<file path="src/rtl/if_fetch_ctrl.sv">
// IF-stage fetch controller: owns the PC, drives the instruction ROM, registers the
// IF/ID latch, and shares the single ROM read port with a debug read port.
module if_fetch_ctrl #(
    parameter logic [31:0] RESET_PC     = 32'h0000_0000,
    parameter int unsigned DBG_MAX_WAIT = 16
) (
    input  logic        clk,
    input  logic        rst,
    input  logic        stall,
    input  logic        flush,
    input  logic [31:0] new_pc,
    input  logic        branch_flag,
    input  logic [31:0] branch_target,
    output logic        rom_ce,
    output logic [31:0] rom_addr,
    input  logic [31:0] rom_instr,
    output logic [31:0] if_pc,
    output logic [31:0] if_instr,
    output logic        if_valid,
    input  logic        dbg_req,
    input  logic [31:0] dbg_addr,
    output logic        dbg_ack,
    output logic [31:0] dbg_data
);

    localparam int unsigned WAIT_W = $clog2(DBG_MAX_WAIT + 1);
    localparam logic [WAIT_W-1:0] WAIT_LAST = WAIT_W'(DBG_MAX_WAIT - 1);
    localparam logic [31:0] ALIGN_MASK = 32'hFFFF_FFFC;

    typedef enum logic [1:0] {
        ST_IDLE,
        ST_FETCH,
        ST_DEBUG
    } state_t;

    state_t            state;
    logic [31:0]       pc;
    logic [WAIT_W-1:0] wait_cnt;
    logic              dbg_grant;

    // The ROM port is owned by the debug path only during the single DEBUG cycle
    assign rom_ce    = (state != ST_IDLE);
    assign rom_addr  = (state == ST_DEBUG) ? dbg_addr : pc;
    assign dbg_grant = dbg_req && (stall || (wait_cnt == WAIT_LAST));

    always_ff @(posedge clk) begin
        if (rst) begin
            state    <= ST_IDLE;
            pc       <= RESET_PC;
            wait_cnt <= '0;
            if_pc    <= '0;
            if_instr <= '0;
            if_valid <= 1'b0;
            dbg_ack  <= 1'b0;
            dbg_data <= '0;
        end else begin
            dbg_ack <= 1'b0;
            case (state)
                ST_IDLE: begin
                    state <= ST_FETCH;
                end
                ST_FETCH: begin
                    if (flush) begin
                        pc       <= new_pc & ALIGN_MASK;
                        if_valid <= 1'b0;
                    end else if (dbg_grant) begin
                        state    <= ST_DEBUG;
                        wait_cnt <= '0;
                    end else begin
                        // A pending request here implies stall=0, so it is aging toward a forced grant
                        wait_cnt <= dbg_req ? wait_cnt + WAIT_W'(1) : '0;
                        if (!stall) begin
                            if_instr <= rom_instr;
                            if_pc    <= pc;
                            if_valid <= 1'b1;
                            pc       <= branch_flag ? (branch_target & ALIGN_MASK) : pc + 32'd4;
                        end
                    end
                end
                ST_DEBUG: begin
                    dbg_data <= rom_instr;
                    dbg_ack  <= 1'b1;
                    state    <= ST_FETCH;
                    if (flush) begin
                        pc       <= new_pc & ALIGN_MASK;
                        if_valid <= 1'b0;
                    end else if (!stall) begin
                        if_valid <= 1'b0;
                    end
                end
                default: begin
                    state <= ST_IDLE;
                end
            endcase
        end
    end

endmodule

</file>
<file path="config.mk">
export PLATFORM = sky130hd
export DESIGN_NAME = if_fetch_ctrl
export DESIGN_NICKNAME = d
export VERILOG_FILES = /design/src/rtl/if_fetch_ctrl.sv
export SDC_FILE = /design/constraint.sdc
export NUM_CORES = 1
export LEC_CHECK = 0
export ABC_AREA = 1
export BUFFER_PORTS_ARGS = -buffer_cell sky130_fd_sc_hd__buf_2
export CELL_PAD_IN_SITES_DETAIL_PLACEMENT = 1
export CELL_PAD_IN_SITES_GLOBAL_PLACEMENT = 1
export CORE_UTILIZATION = 35
export DETAILED_ROUTE_END_ITERATION = 10
export GPL_TIMING_DRIVEN = 0
export PLACE_DENSITY = 0.85
export SKIP_CTS_REPAIR_TIMING = 1
export SLEW_MARGIN = 20
export SYNTH_ARGS = -nofsm -noshare
export SYNTH_HDL_FRONTEND = slang
export SYNTH_SLANG_ARGS = --single-unit
export TNS_END_PERCENT = 10
</file>
<file path="constraint.sdc">
create_clock -name clk -period 2.8 [get_ports clk]
set_input_delay 0.56 -clock clk [delete_from_list [all_inputs] [get_ports clk]]
set_output_delay 0.56 -clock clk [all_outputs]
set_load 0.03 [all_outputs]
</file>
======== Yosys cells after proc, flatten, opt, wreduce, memory -nomap -nowiden ========
Index checks and enable logic that the tools add are counted.
Widths: inputs -> output; s select.
operators by class
  add/sub/neg operators ................... 2
  equal/unequal tests ..................... 9
  muxes and demuxes ....................... 19
  bitwise gates (word level) .............. 3
  reduce and logical (&&, ||, !) cells .... 11
operators with widths
  kind                   count
  $mux 32                6
  $pmux 32 s2            1
  $add 32x3->32 const B  1
  $reduce_and 4->1       3
  $mux 5                 2
  $ne 3x3->1 const B     3
  $mux 1                 6
  $ne 2x2->1 const B     3
  $add 5x1->5 const B    1
  $eq 5x4->1 const B     1
  $mux 2                 2
  $pmux 2 s2             1
  $reduce_and 2->1       2
  $reduce_bool 2->1      2
  $not 1->1              3
  $eq 2x1->1 const B     1
  $eq 2x2->1 const B     1
  $logic_not 2->1        1
  $pmux 1 s2             1
  $reduce_or 2->1        1
  $logic_and 1x1->1      1
  $logic_or 1x1->1       1
storage, ports and cells
  register bits after elaboration ......... 137
  input port bits ......................... 134
  output and inout port bits .............. 131
  logic and storage cells ................. 52

======== Logic depth before layout (Yosys ltp) ========
Gate-level depths: netlist of run 1.
  depth after elaboration ................. 6
  gate-level depth with buffers ........... 14
  depth with buffers taken out ............ 13

======== Worst setup path before layout of run 1 ========
Ideal clock, no wire load.
  path kind ............................... reg2out
  start ................................... register state[0]
  end ..................................... output port rom_addr[10]
  arrival ................................. 1482 ps
  path slack .............................. 758 ps
  cell stages (with the launch flop) ...... 5
  cell sequence ........................... dfxtp_1 -> nor2_4 -> buf_2 -> clkbuf_1 -> o21ai_0
between the ends
  word-level cells in the longest chain between the ends .. 2
RTL lines
  element                   RTL line  text
  start: declaration        36        state_t state;
  start signal: assignment  48        state <= ST_IDLE;
  start signal: assignment  60        state <= ST_FETCH;
  start signal: assignment  67        state <= ST_DEBUG;
  $eq 2x2->1                43        assign rom_addr = (state == ST_DEBUG) ? dbg_addr : pc;
  $mux 32                   43
  end: declaration          15        output logic [31:0] rom_addr,
Every way passes these cells.

======== Worst setup path in the final report of run 1 ========
  start ................................... register state[1]
  end ..................................... output port rom_addr[20]
Same word-level chain as after synthesis.

==> flow_metrics.env, run 1 <==
export IMPL_status="completed"
export IMPL_grtUsageTotal=0.284
export IMPL_post_dp_hpwl_um=20600
export IMPL_tns_ns=0
export IMPL_cts_sinks=133
export IMPL_crit_fanout=10
export IMPL_firstDrtPassIters=5
export IMPL_synth_largest_area_cell="dfxtp_1"
export IMPL_synth_avg_cell_area_um2=6.61
export IMPL_dpl_cell_count=1456
export IMPL_cp_start_kind="register"
export IMPL_synth_compound_area_frac=0.212
export IMPL_die_h_um=137
export IMPL_maxSlewHeadroom=0.549
export IMPL_synth_async_reset_ratio=0
export IMPL_htree_levels=4
export IMPL_clk_pin_slew_ns=0.07
export IMPL_synth_warnings=0
export IMPL_antenna_found_initial=0
export IMPL_final_core_util=0.479
export IMPL_cts_tree="done"
export IMPL_max_stage_delay_ns=0.34
export IMPL_finalCritPeriodShare=0.973
export IMPL_fin_ws_ns=0.0754
export IMPL_coreArea_um2=18000
export IMPL_synth_most_common_cell="nor2_1"
export IMPL_synth_commonest_cells="nor2_1 (222), nand2_1 (158), o21ai_0 (154), dfxtp_1 (133), a21oi_1 (93)"
export IMPL_fmax_mhz=367
export IMPL_synth_top_family_by_area="simple AND/OR/NAND/NOR gates"
export IMPL_timing_hold_ws_ns=0.357
export IMPL_final_setup_viol_count=0
export IMPL_synth_area_mux_share=0
export IMPL_syn_inst=969
export IMPL_synth_ff_type="dfxtp_1"
export IMPL_synthAdderAreaFrac=0.00586
export IMPL_hold_viol=0
export IMPL_synth_cell_types=31
export IMPL_synthToLayoutAreaGrowth_pct=34.3
export IMPL_min_path_type="input port to register"
export IMPL_arrival_ns=2.16
export IMPL_drive_gt1_frac=0.271
export IMPL_routed_wl_um=26800
export IMPL_start_util=0.356
export IMPL_grt_setup_unrepaired="yes"
export IMPL_io_buffers=257
export IMPL_grt_pass1_vias=7475
export IMPL_synth_edff_count=0
export IMPL_fin_cells=1491
export IMPL_drt_initial_drc_count=388
export IMPL_end_kind="primary output"
export IMPL_min_period_ns=2.72
export IMPL_tightest_slew_ns=0.676
export IMPL_worst_skew_pair_late_latency_ns=0.44
export IMPL_vias=7669
export IMPL_cts_buffers=17
export IMPL_path_cells="inv_2, nor2_4, clkbuf_4, clkbuf_2, nand2_1, o21ai_0, buf_2"
export IMPL_rows=49
export IMPL_die_area_um2=18800
export IMPL_postRouteAntennaNets=0
export IMPL_io_pins=265
export IMPL_drcViolationCount=0
export IMPL_synthXorXnorAreaFrac=0.00274
export IMPL_nets=1383
export IMPL_required_ns=2.24
export IMPL_place_area_um2=7980
export IMPL_crit_path_top_delay_cell="dfxtp_1"
export IMPL_final_area_um2=8600
export IMPL_synth_seq_cells=133
export IMPL_preCtsSetupSlack_ns=0.318
export IMPL_grt_start_max_net_pins=17
export IMPL_ir_drop_uv=502
export IMPL_synth_top_area_share=0.416
export IMPL_seq_area_frac_synth=0.416
export IMPL_grt_pass1_wl_um=40000
export IMPL_routedWlPerCell_um=18.0
export IMPL_die_x_um=137
export IMPL_grt_ovfl_total=0
export IMPL_path_class="register to primary output"
export IMPL_fin_skew_ns=0.0106
export IMPL_maxSlewViolCount=0
export IMPL_clockBufferDepth=2
export IMPL_syn_area_um2=6400
export IMPL_viasPerCell=5.14
export IMPL_ys_top_cells_by_area="dfxtp_1 (42%), nor2_1 (13%), o21ai_0 (12%), nand2_1 (9.3%), a21oi_1 (7.3%)"
export IMPL_synth_simple_gate_area_share=0.285
export IMPL_p_leak_nw=4.00
export IMPL_max_cap_viol_count=0
export IMPL_clockRootBuffer="clkbuf_16"
export IMPL_routabilityCongestion=0.904
export IMPL_total_power_mw=5.28
export IMPL_cellPowerDensity_nw_per_um2=614
per-layer routing:
layer  GRT usage  vias up  share of wire
met1       0.370     3678           0.44
li1            -     3712              -
met2       0.462      234           0.48
met4       0.125        0          0.029
met3      0.0449       45          0.051
met5           0        -              0
power breakdown:
part,switching (mW),internal [mW],total [mW]
combinational,0.588,0.269,0.857
clock,0.949,1.41,2.35
sequential,0.0829,1.98,2.07
registers in the layout (all words and copies together) (netlist names):
name,cells
wait_cnt,5
dbg_data,32
if_valid,1
pc,30
if_pc,30
if_instr,32
state,2
dbg_ack,1
critical path, delay by kind of cell (launching register included):
kind / cells / cell delay, ns
buf+inv: 4 / 0.93
simple gates: 2 / 0.29
flops: 1 / 0.34
compound gates: 1 / 0.16
area by class of cell:
cell class                 instances  area, um^2
clock inverter                    15         180
tap                              229         287
buffer                            58         297
fill                            2487        9370
timing repair buffer             257        1290
clock buffer                      17         425
antenna                            3        7.51
inverter                          55         206
sequential                       133        2660
multi-input combinational        724        3250
cell usage in the layout (no fill, tap or decap), types with 7 or more instances in the layout:
master and instances:
buf_2 267, o21ai_1 13, o21ai_0 154, a21oi_1 93, clkbuf_16 17, nand2_1 158, clkbuf_1 32, nor2_1 222
nand2_2 7, inv_1 48, nand3_1 38, nor2_2 10, dfxtp_1 133
worst paths after layout:
kind                   to  cells after the start  slack (ns)          start
min          dbg_data[11]                      3        0.36  rom_instr[11]
max          rom_addr[20]                      7        0.08       state[1]
max reg2reg     if_pc[26]                     13        0.69    wait_cnt[1]
min reg2reg  if_instr[20]                      2        0.47   if_instr[20]
logic make-up after synthesis:
| family | after synthesis |
|---|---|
| other | 1 |
| xor gates and xnor gates | 2 |
| AOI/OAI and AO/OA | 268 |
| and+or+nand+nor | 449 |
| adders and majority gates | 3 |
| buffers and inverters | 113 |
| DFF | 133 |
(Power assumes the default switching activity.)
==> run 2: changes to the inputs <==
- CELL_PAD_IN_SITES_GLOBAL_PLACEMENT: 1 -> 2
- CORE_UTILIZATION: 35 -> 26
- PLACE_DENSITY: 0.85 -> 0.84
- clock period: 2.8 -> 3.45 ns (I/O delays scaled with it)
==> run 2 against run 1 <==
  * Cell area increased by 0.83%
  * Total power fell by 21%
  * Flip-flop and latch count stayed put
  * Sequential share of layout area is 0.25 points lower
  * Critical path type unchanged
  * Critical path depth unchanged
  * Routed wire length up 2.7%
  * Critical endpoint unchanged
  * Register-to-register slack gained 0.64 ns
  * Largest power group unchanged
==> flow_metrics.env, run 2 (synthesis results as in run 1) <==
export IMPL_status="completed"
export IMPL_path_class="register to primary output"
export IMPL_fill_cells=3219
export IMPL_drt_initial_drc_count=365
export IMPL_clk_pin_slew_ns=0.07
export IMPL_fmax_mhz=340
export IMPL_antenna_found_initial=1
export IMPL_min_path_type="register to register"
export IMPL_io_buffers=257
export IMPL_required_ns=2.76
export IMPL_arrival_ns=2.25
export IMPL_die_area_um2=25300
export IMPL_regArea_um2=2660
export IMPL_routed_wl_um=27500
export IMPL_layout_cells_most_common_list="buf_2 (268), nor2_1 (222), nand2_1 (158), o21ai_0 (154), dfxtp_1 (133)"
export IMPL_grt_setup_unrepaired="no"
export IMPL_coreArea_um2=24200
export IMPL_top_regs="dbg_data: 32 flops, if_instr: 32 flops"
export IMPL_crit_path_top_delay_cell="clkbuf_1"
export IMPL_tightest_slew_ns=0.735
export IMPL_place_area_um2=8100
export IMPL_cp_start_kind="register"
export IMPL_finalCritPeriodShare=0.852
export IMPL_post_dp_hpwl_um=21800
export IMPL_viasPerCell=4.69
export IMPL_io_pins=265
export IMPL_hold_viol=0
export IMPL_hold_depth=2
export IMPL_postRouteAntennaNets=0
export IMPL_ir_drop_uv=311
export IMPL_final_setup_viol_count=0
export IMPL_critPathBufInv=4
export IMPL_worstSetupPathDepth=7
export IMPL_multi_input_area_um2=3250
export IMPL_final_area_um2=8670
export IMPL_grtUsageTotal=0.218
export IMPL_clockBufferDepth=2
export IMPL_fin_skew_ns=0.0106
export IMPL_crit_top_cell="buf_2"
export IMPL_final_core_util=0.357
export IMPL_synthToLayoutAreaGrowth_pct=35.4
export IMPL_max_cap_viol_count=0
export IMPL_min_period_ns=2.94
export IMPL_clockRootBuffer="clkbuf_16"
export IMPL_grt_ovfl_total=0
export IMPL_routabilityCongestion=0.879
export IMPL_htree_levels=4
export IMPL_timing_hold_ws_ns=0.477
export IMPL_cts_sinks=133
export IMPL_path_cells="inv_2, nor2_4, buf_2, clkbuf_1, nand2_1, o21ai_0, buf_2"
export IMPL_die_h_um=159
export IMPL_crit_family="buffers and inverters"
export IMPL_grt_pass1_vias=7399
export IMPL_p_leak_nw=3.97
export IMPL_cts_buffers=17
export IMPL_worst_skew_pair_late_latency_ns=0.43
export IMPL_maxSlewViolCount=0
export IMPL_max_stage_delay_ns=0.45
export IMPL_r2r_cells=14
export IMPL_drive_gt1_frac=0.269
export IMPL_grt_pass1_wl_um=42500
export IMPL_maxSlewHeadroom=0.510
export IMPL_nets=1383
export IMPL_vias=7422
export IMPL_grt_start_max_net_pins=17
export IMPL_tns_ns=0
export IMPL_start_util=0.264
export IMPL_die_x_um=159
export IMPL_firstDrtPassIters=4
export IMPL_cts_tree="done"
export IMPL_rows=57
export IMPL_final_common_cell="buf_2"
export IMPL_crit_fanout=10
export IMPL_cellPowerDensity_nw_per_um2=479
export IMPL_drcViolationCount=0
export IMPL_end_kind="primary output"
export IMPL_routedWlPerCell_um=17.4
## run 2: worst paths after layout
path	startpoint	endpoint	slack, ns
min reg2reg	if_instr[25]	if_instr[25]	0.48
max	state[1]	rom_addr[20]	0.51
min	if_instr[25]	if_instr[25]	0.48
max reg2reg	wait_cnt[0]	pc[28]	1.33
## run 2: report_power, final
part	switching, mW	leakage [nW]	internal (mW)
Sequential	0.0643	1.08	1.61
Combinational	0.477	2.62	0.218
Clock	0.811	0.273	0.972
## run 2: stage by stage
| step | cells | total power [mW] | worst slack (ns) |
|---|---|---|---|
| after floorplan | 970 | 2.11 | 1.28 |
| after global placement | 1551 | 2.40 | 0.959 |
| after detailed placement | 1551 | 2.40 | 0.915 |
| after CTS | 1583 | 4.19 | 0.441 |
| after global routing | 1584 | 4.32 | 0.311 |
| final | 1584 | 4.15 | 0.511 |
## run 2: routing by layer
metal / vias to the layer above / part of all wire / global-route usage
li1: 3716 / - / -
met1: 3493 / 0.48 / 0.294
met4: 0 / 0.021 / 0.0739
met5: - / 0 / 0
met3: 29 / 0.047 / 0.0397
met2: 184 / 0.46 / 0.349
## run 2: worst reg2reg max path, delay by kind of cell (launching register included)
kind / cells / cell delay [ns]
fa+ha+maj: 2 / 0.40
flops: 1 / 0.32
buf+inv: 3 / 0.47
compound gates: 2 / 0.29
simple gates: 7 / 0.57
## run 2: final cells by class
class                   count  share of cell area
flip-flops and latches    133               0.307
clock buffers              18              0.0507
multi-input cells         724               0.374
inverters                  55              0.0238
well taps                 324              0.0468
clock inverters            14              0.0149
diodes                      1            0.000289
repair buffers            257               0.148
plain buffers              58              0.0336
==> run 3: changes to the inputs <==
- ABC_AREA: 1 -> not set
- CORE_UTILIZATION: 26 -> 27
- PLACE_DENSITY: 0.84 -> 0.85
==> run 3 against run 2 <==
  * Die area shrank 4.8%
  * Total power shrank 2.5%
  * Non-clock buffer count grew 15
  * Register-to-register slack lost 0.92 ns
  * Highest routed layer is now met5
  * Cell area shrank 0.78%
  * Count of clock-buffer cells in the layout is the same
  * Combinational power shrank 14%
==> flow_metrics.env, run 3 <==
export IMPL_grt_setup_unrepaired="yes"
export IMPL_required_ns=2.76
export IMPL_cts_tree="done"
export IMPL_post_dp_hpwl_um=21400
export IMPL_firstDrtPassIters=5
export IMPL_routedWlPerCell_um=18.9
export IMPL_layout_cells_most_common_list="nand2_1 (305), buf_2 (274), dfxtp_1 (133), a21oi_1 (126), clkbuf_1 (46)"
export IMPL_min_path_type="register to register"
export IMPL_end_kind="primary output"
export IMPL_path_class="register to primary output"
export IMPL_postRouteAntennaNets=0
export IMPL_ys_top_cells_by_area="dfxtp_1 (42%), nand2_1 (18%), a21oi_1 (10%), clkbuf_1 (2.8%), o21ai_0 (2.3%)"
export IMPL_hold_viol=0
export IMPL_synth_avg_cell_area_um2=7.17
export IMPL_swShare=0.311
export IMPL_synth_largest_area_cell="dfxtp_1"
export IMPL_routabilityCongestion=0.873
export IMPL_cts_buffers=17
export IMPL_syn_area_um2=6330
export IMPL_synth_async_reset_ratio=0
export IMPL_die_h_um=155
export IMPL_internal_power_mw=2.79
export IMPL_coreArea_um2=22800
export IMPL_ir_drop_uv=269
export IMPL_synthToLayoutAreaGrowth_pct=35.9
export IMPL_grt_ovfl_total=0
export IMPL_synth_commonest_cells="nand2_1 (305), dfxtp_1 (133), a21oi_1 (126), clkbuf_1 (47), nor2_1 (33)"
export IMPL_routed_wl_um=28200
export IMPL_cp_start_kind="register"
export IMPL_fmax_mhz=301
export IMPL_top_regs="dbg_data: 32 flops, if_instr: 32 flops"
export IMPL_seq_area_frac_synth=0.421
export IMPL_final_area_um2=8600
export IMPL_hold_depth=2
export IMPL_maxSlewViolCount=0
export IMPL_synth_edff_count=0
export IMPL_tightest_slew_ns=0.831
export IMPL_arrival_ns=2.63
export IMPL_synth_cell_types=55
export IMPL_final_setup_viol_count=0
export IMPL_fin_skew_ns=0.0108
export IMPL_io_buffers=258
export IMPL_die_area_um2=24100
export IMPL_drive_gt1_frac=0.274
export IMPL_combPwrFrac=0.148
export IMPL_viasPerCell=4.91
export IMPL_start_util=0.278
export IMPL_clockPowerShare=0.450
export IMPL_antenna_found_initial=5
export IMPL_clk_pin_slew_ns=0.06
export IMPL_syn_inst=883
export IMPL_htree_levels=4
export IMPL_status="completed"
export IMPL_cts_sinks=133
export IMPL_p_leak_nw=3.70
export IMPL_crit_fanout=10
export IMPL_final_common_cell="nand2_1"
export IMPL_vias=7332
export IMPL_drcViolationCount=0
export IMPL_grtUsageTotal=0.237
export IMPL_worst_skew_pair_late_latency_ns=0.43
export IMPL_nets=1298
export IMPL_io_pins=265
export IMPL_place_area_um2=8010
export IMPL_synth_seq_cells=133
export IMPL_rows=55
export IMPL_cellPowerDensity_nw_per_um2=471
export IMPL_finalCritPeriodShare=0.964
export IMPL_seq_power_share=0.402
export IMPL_clockBufferDepth=2
export IMPL_synth_top_area_share=0.421
export IMPL_min_period_ns=3.32
export IMPL_synth_ff_type="dfxtp_1"
export IMPL_power_switching_mw=1.26
export IMPL_die_x_um=155
export IMPL_synth_warnings=0
export IMPL_synth_most_common_cell="nand2_1"
export IMPL_drt_initial_drc_count=444
export IMPL_clockRootBuffer="clkbuf_16"
export IMPL_max_cap_viol_count=0
export IMPL_r2r_cells=9
export IMPL_grt_start_max_net_pins=17
export IMPL_total_power_mw=4.05
export IMPL_grt_pass1_wl_um=43200
export IMPL_grt_pass1_vias=7420
export IMPL_maxSlewHeadroom=0.441
[run 3: worst paths after layout]
path,startpoint,to,slack [ns]
hold / removal,if_instr[24],if_instr[24],0.45
setup reg to reg,wait_cnt[0],if_pc[2],0.41
hold reg to reg,if_instr[24],if_instr[24],0.45
setup / recovery,state[0],rom_addr[30],0.13
[run 3: layout make-up]
class	instances	area [um^2]
repair buffers	258	1290
plain buffers	72	303
diodes	5	12.5
fillers	2907	14200
inverters	9	33.8
flip-flops and latches	133	2660
well taps	313	392
multi-input cells	670	3340
clock inverters	14	140
clock buffers	18	429
[run 3: through the flow]
step | util | std cells | worst slack (ns) | setup TNS [ns] | hold WS [ns]
final | 0.378 | 1492 | 0.126 | 0 | 0.454
after global routing | 0.377 | 1490 | -0.0306 | -0.0550 | 0.466
after CTS | 0.377 | 1487 | -0.173 | -2.96 | 0.453
after detailed placement | 0.352 | 1455 | 0.294 | 0 | 0.445
after global placement | 0.352 | 1455 | 0.305 | 0 | 0.439
after floorplan | - | 884 | 1.12 | 0 | 0.441
[run 3: metal layers]
metal | GRT usage | part of all wire | wire (um) | vias up
li1 | - | - | - | 3570
met1 | 0.304 | 0.45 | 12600 | 3455
met2 | 0.381 | 0.46 | 13000 | 256
met3 | 0.0521 | 0.059 | 1670 | 49
met4 | 0.101 | 0.034 | 956 | 2
met5 | 0 | 0.00046 | 13 | -
[run 3: power by group through the flow]
stage	registers [mW]	logic [mW]	clock network [mW]
2_1_floorplan	1.69	0.309	0
4_1_cts	1.63	0.601	1.85
3_3_place_gp	1.66	0.593	0
3_5_place_dp	1.66	0.598	0
6_report	1.63	0.600	1.82
5_1_grt	1.63	0.653	1.93
[run 3: cell families (layout without fill, tap and decap cells)]
logic type                 count (synthesis)  count (layout)  share of synthesized area
other                                      1               7                   0.000593
DFF                                      133             133                      0.421
xor gates and xnor gates                  11              11                     0.0152
AOI/OAI and AO/OA                        229             229                      0.215
buffers and inverters                     81             371                     0.0524
and+or+nand+nor                          422             422                      0.285
muxes                                      3               3                    0.00475
adders and majority gates                  3               3                    0.00593
[run 3: worst max-delay path, stage by stage, from the launching register on]
cell	delay, ns
dfxtp_1	0.33
and2b_1	0.38
buf_2	0.35
clkbuf_1	0.67
nand2_1	0.10
o21ai_0	0.12
buf_2	0.25
